===== config.mk =====
export PLATFORM = sky130hd
export DESIGN_NAME = fifo_read_packer
export DESIGN_NICKNAME = d
export VERILOG_FILES = /design/src/rtl/fifo_read_packer.sv
export SDC_FILE = /design/constraint.sdc
export NUM_CORES = 1
export LEC_CHECK = 0
export ABC_AREA = 1
export BUFFER_PORTS_ARGS = -buffer_cell sky130_fd_sc_hd__buf_2
export CORE_MARGIN = 10
export CORE_UTILIZATION = 48
export CTS_BUF_LIST = sky130_fd_sc_hd__clkbuf_16
export CTS_CLUSTER_DIAMETER = 50
export DETAILED_ROUTE_END_ITERATION = 12
export GPL_TIMING_DRIVEN = 0
export PLACE_DENSITY = 0.74
export SYNTH_ARGS = -nofsm -noshare
export SYNTH_HDL_FRONTEND = slang
export SYNTH_SLANG_ARGS = --single-unit

===== constraint.sdc =====
create_clock -name clk_read -period 1.95 [get_ports clk_read]
set_clock_uncertainty 0.05 [all_clocks]
set_input_delay 0.195 -clock clk_read [delete_from_list [all_inputs] [get_ports clk_read]]
set_output_delay 0.195 -clock clk_read [all_outputs]
set_load 0.01 [all_outputs]

===== src/rtl/fifo_read_packer.sv =====
// Packs consecutive FIFO read-port entries little-endian into wide words on a valid/ready stream.
// A flush closes the pending partial word with a byte-keep mask and a last marker.
module fifo_read_packer #(
  parameter int DATA_WIDTH       = 8,
  parameter int WORD_BYTES       = 4,
  parameter int FIFO_DEPTH_WIDTH = 5
) (
  input  logic                                 clk_read,
  input  logic                                 rst,
  input  logic                                 fifo_empty,
  input  logic [FIFO_DEPTH_WIDTH-1:0]          fifo_data_count,
  output logic                                 fifo_read,
  input  logic [DATA_WIDTH-1:0]                fifo_data,
  output logic                                 m_valid,
  input  logic                                 m_ready,
  output logic [DATA_WIDTH*WORD_BYTES-1:0]     m_data,
  output logic [WORD_BYTES-1:0]                m_keep,
  output logic                                 m_last,
  input  logic                                 flush,
  output logic                                 flush_done,
  output logic [$clog2(WORD_BYTES):0]          level,
  output logic [1:0]                           dbg_state
);

  localparam int LW = $clog2(WORD_BYTES) + 1;
  localparam int MW = DATA_WIDTH * WORD_BYTES;

  localparam logic [1:0] ST_RUN   = 2'd0;
  localparam logic [1:0] ST_DRAIN = 2'd1;
  localparam logic [1:0] ST_EMIT  = 2'd2;
  localparam logic [1:0] ST_DONE  = 2'd3;

  localparam logic [LW-1:0] LEVEL_FULL = LW'(WORD_BYTES);

  // Stream handshake: a word transfers on every rising edge where m_valid && m_ready.
  // m_valid, m_data, m_keep and m_last stay stable from load until that transfer.

  logic [1:0]            state_q, state_d;
  logic                  inflight_q;
  logic [LW-1:0]         level_q;
  logic [DATA_WIDTH-1:0] acc_q [WORD_BYTES];
  logic                  m_valid_q;
  logic [MW-1:0]         m_data_q;
  logic [WORD_BYTES-1:0] m_keep_q;
  logic                  m_last_q;
  logic                  flush_done_q, flush_done_d;

  logic [LW:0]           fill;
  logic                  out_free;
  logic                  load_full;
  logic                  load_part;
  logic                  load_word;
  logic [MW-1:0]         word_data;
  logic [WORD_BYTES-1:0] word_keep;
  logic                  unused_count;

  assign unused_count = ^fifo_data_count;

  // Lanes held plus the read still in flight must never exceed one word.
  assign fill      = {1'b0, level_q} + {{LW{1'b0}}, inflight_q};
  assign fifo_read = !rst && (state_q == ST_RUN) && !fifo_empty &&
                     (fill < (LW+1)'(WORD_BYTES));

  assign out_free  = !m_valid_q || m_ready;
  assign load_full = (state_q == ST_RUN) && (level_q == LEVEL_FULL) && out_free;
  assign load_part = (state_q == ST_EMIT) && out_free;
  assign load_word = load_full || load_part;

  always_comb begin
    word_data = '0;
    word_keep = '0;
    for (int i = 0; i < WORD_BYTES; i++) begin
      if (LW'(i) < level_q) begin
        word_data[i*DATA_WIDTH +: DATA_WIDTH] = acc_q[i];
        word_keep[i] = 1'b1;
      end
    end
  end

  always_comb begin
    state_d      = state_q;
    flush_done_d = 1'b0;
    case (state_q)
      ST_RUN:   if (flush) state_d = ST_DRAIN;
      ST_DRAIN: if (!inflight_q) state_d = (level_q == '0) ? ST_DONE : ST_EMIT;
      ST_EMIT:  if (out_free) state_d = ST_DONE;
      ST_DONE: begin
        // Wait for the closing word (or any older word) to leave the output register.
        if (out_free) begin
          state_d      = ST_RUN;
          flush_done_d = 1'b1;
        end
      end
      default:  state_d = ST_RUN;
    endcase
  end

  always_ff @(posedge clk_read) begin
    if (rst) begin
      state_q      <= ST_RUN;
      inflight_q   <= 1'b0;
      level_q      <= '0;
      m_valid_q    <= 1'b0;
      m_data_q     <= '0;
      m_keep_q     <= '0;
      m_last_q     <= 1'b0;
      flush_done_q <= 1'b0;
      for (int i = 0; i < WORD_BYTES; i++) acc_q[i] <= '0;
    end else begin
      state_q      <= state_d;
      inflight_q   <= fifo_read;
      flush_done_q <= flush_done_d;

      if (load_word) begin
        level_q <= '0;
      end else if (inflight_q) begin
        level_q <= level_q + LW'(1);
      end

      for (int i = 0; i < WORD_BYTES; i++) begin
        if (inflight_q && (level_q == LW'(i))) acc_q[i] <= fifo_data;
      end

      if (load_word) begin
        m_valid_q <= 1'b1;
        m_data_q  <= word_data;
        m_keep_q  <= word_keep;
        m_last_q  <= load_part;
      end else if (m_ready) begin
        m_valid_q <= 1'b0;
      end
    end
  end

  assign m_valid    = m_valid_q;
  assign m_data     = m_data_q;
  assign m_keep     = m_keep_q;
  assign m_last     = m_last_q;
  assign flush_done = flush_done_q;
  assign level      = level_q;
  assign dbg_state  = state_q;

endmodule


==> results.sh <==
export IMPL_routedWlPerCell_um=14.7
export IMPL_drc=0
export IMPL_worstPathCellList="nand2_1, nor3_1, or2_4, nor3_1, buf_2"
export IMPL_antenna_found_initial=0
export IMPL_fillers=531
export IMPL_critPathMostFrequentCell="nor3_1"
export IMPL_cts_tree="done"
export IMPL_initial_core_util_pct=50.5
export IMPL_layout_cells_most_common="nand2_1"
export IMPL_routed_wl_um=6880
export IMPL_status="finished clean"
export IMPL_via_per_inst=5.08
export IMPL_ir_worst_vdd_mv=0.623
export IMPL_synth_top_cell_area_share_pct=31.6
export IMPL_numClockSinks=77
export IMPL_crit_arrival_ps=1580
export IMPL_r2r_setup_slack_ps=160
export IMPL_crit_path_top_delay_cell="dfxtp_1"
export IMPL_hold_violations=0
export IMPL_crit_type="reg2out"
export IMPL_required_ps=1700
export IMPL_startpoint="level[0]"
export IMPL_syn_area_um2=3040
export IMPL_synth_cell_types=24
export IMPL_diodes=0
export IMPL_htree_levels=3
export IMPL_ys_seq_elements=77
export IMPL_fp_dieW_um=99.6
export IMPL_rr_startpoint="level[0]"
export IMPL_worstRegToRegCells=10
export IMPL_portBuffers=57
export IMPL_maxSlewHeadroom_pct=63.7
export IMPL_areaGrowthSynthToFinish_pct=21.5
export IMPL_synthAdderAreaFrac_pct=3.29
export IMPL_synth_xor_area_share_pct=0
export IMPL_layout_drive_gt1_share_pct=22.6
export IMPL_root_buffer="clkbuf_16"
export IMPL_clock_latency_ps=330
export IMPL_slowest_delay_ps=440
export IMPL_synthCells=319
export IMPL_dr_total_vias=2377
export IMPL_core_area_um2=6030
export IMPL_final_cell_mix="nand2_1, buf_2, nor2_1, dfxtp_1, nand4_1"
export IMPL_setup_viol=0
export IMPL_drtPass1Iterations=4
export IMPL_synth_area_per_cell_um2=9.53
export IMPL_crit_fanout=10
export IMPL_antenna_left=0
export IMPL_num_rows=28
export IMPL_synth_area_leader_cell="edfxtp_1"
export IMPL_gp_congestion=0.849
export IMPL_yosys_area_share_simple_pct=27.4
export IMPL_finalSetupTns_ps=0
export IMPL_endpoint_kind="primary output"
export IMPL_hold_ws_ps=30.2
export IMPL_cts_inserted_buffers=9
export IMPL_finalCritPeriodShare_pct=93.7
export IMPL_rsz0062_at_grt="false"
export IMPL_nNetsFinal=414
export IMPL_min_delay_path_class="in2reg"
export IMPL_synth_area_mux_share_pct=0
export IMPL_die_area_um2=9920
export IMPL_ys_seq_area_share_pct=61.2
export IMPL_grt_pass1_wl_um=11300
export IMPL_min_from="rst"
export IMPL_min_path_cells=2
export IMPL_synth_compound_area_share_pct=1.60
export IMPL_drv_cap=0
export IMPL_dpl_hpwl_um=5010
export IMPL_grt_pass1_vias=2317
export IMPL_cp_start_kind="register"
export IMPL_fmax_ghz=0.547
export IMPL_worstMarginPinSlew_ps=544
export IMPL_syn_num_nets=345
export IMPL_grt_max_degree=13
export IMPL_synth_area_top_cells="edfxtp_1, dfxtp_1, nand2_1"
export IMPL_p_leak_nw=1.84
export IMPL_first_iter_violations=112
export IMPL_ys_warn_count=0
export IMPL_num_io_pins=63
export IMPL_grt_overflow_total=0
export IMPL_cts_buffer_depth=2
export IMPL_grtUsageTotal_pct=14.1
export IMPL_power_density_nw_per_um2=1100
export IMPL_period_needed_ps=1830
export IMPL_die_h_um=99.6
export IMPL_clk_pin_slew_ps=50
export IMPL_synth_top_family_by_area="simple AND/OR/NAND/NOR gates"
export IMPL_slew_violations=0
==> layout make-up <==
cell class | count | area [um^2] | share of cell area (%)
buffer | 14 | 106 | 2.88
clock inverter | 7 | 33.8 | 0.914
clock buffer | 9 | 225 | 6.10
sequential | 77 | 1860 | 50.4
timing repair buffer | 58 | 295 | 7.99
inverter | 23 | 88.8 | 2.40
tap | 75 | 93.8 | 2.54
multi-input combinational | 205 | 990 | 26.8
==> path summary, 6_finish.rpt <==
kind | end
worst max-delay path | fifo_read
worst min-delay path | dbg_state[0]
worst max register to register | m_data[2]
worst min register to register | m_keep[0]
==> metal layers <==
metal / GRT usage (%) / part of all wire [%]
met3: 3.94 / 7.7
met2: 23.0 / 48
met4: 6.62 / 1.9
met1: 16.9 / 43
met5: 0 / 0
==> cells by family after synthesis <==
| logic type | count (synthesis) |
|---|---|
| AOI/OAI and AO/OA | 9 |
| adders and majority gates | 8 |
| buffers and inverters | 37 |
| DFF | 77 |
| and+or+nand+nor | 188 |
==> metrics by stage <==
stage | cell area (um^2) | total power [mW] | worst slack, ps | std cells | util [%]
floorplan | 3040 | 2.42 | 98.3 | 319 | -
global placement | 3420 | 2.62 | -184 | 451 | 56.7
detailed placement | 3420 | 2.64 | -193 | 451 | 56.7
CTS | 3690 | 4.07 | 81.7 | 468 | 61.2
global route | 3690 | 4.24 | 10.1 | 468 | 61.3
finish | 3690 | 4.05 | 122 | 468 | 61.3
==> power by group <==
part           leakage (nW)  switching, mW  internal, mW
sequential            0.695         0.0627          1.78
combinational          1.01          0.499         0.269
clock                 0.131          0.604         0.839
total                  1.84           1.17          2.89
==> cells in the mapped netlist (all sizes together) <==
| master | number |
|---|---|
| a21oi | 4 |
| buf | 12 |
| clkbuf | 2 |
| clkinv | 2 |
| dfxtp | 45 |
| edfxtp | 32 |
| ha | 8 |
| inv | 21 |
| nand2 | 93 |
| nand3 | 9 |
| nand4 | 36 |
| nor2 | 45 |
| nor3 | 3 |
| nor3b | 1 |
| o21ai | 5 |
| or2 | 1 |
==> critical path: cells and delay by family, from the launching register on <==
| family | cells | cell delay, ps |
|---|---|---|
| DFF | 1 | 440 |
| buffers and inverters | 1 | 140 |
| and+or+nand+nor | 4 | 680 |
==> flip-flops by register name, indices dropped and copies added, names as in the netlist <==
register	flops
m_valid	1
dbg_state	2
flush_done	1
level	3
m_keep	4
m_last	1
inflight_q	1
acc_q	32
m_data	32
==> repair_timing <==
| action | 4_1_cts | 5_1_grt |
|---|---|---|
| endpoints found under the setup margin | 8 | 9 |
| setup buffers | 0 | 0 |
| hold endpoints to repair | 1 | 0 |
| hold buffers | 1 | 0 |
| gates cloned | 0 | 0 |
| resized for setup | 1 | 2 |
Note: power is estimated with default switching activity, not from simulation.
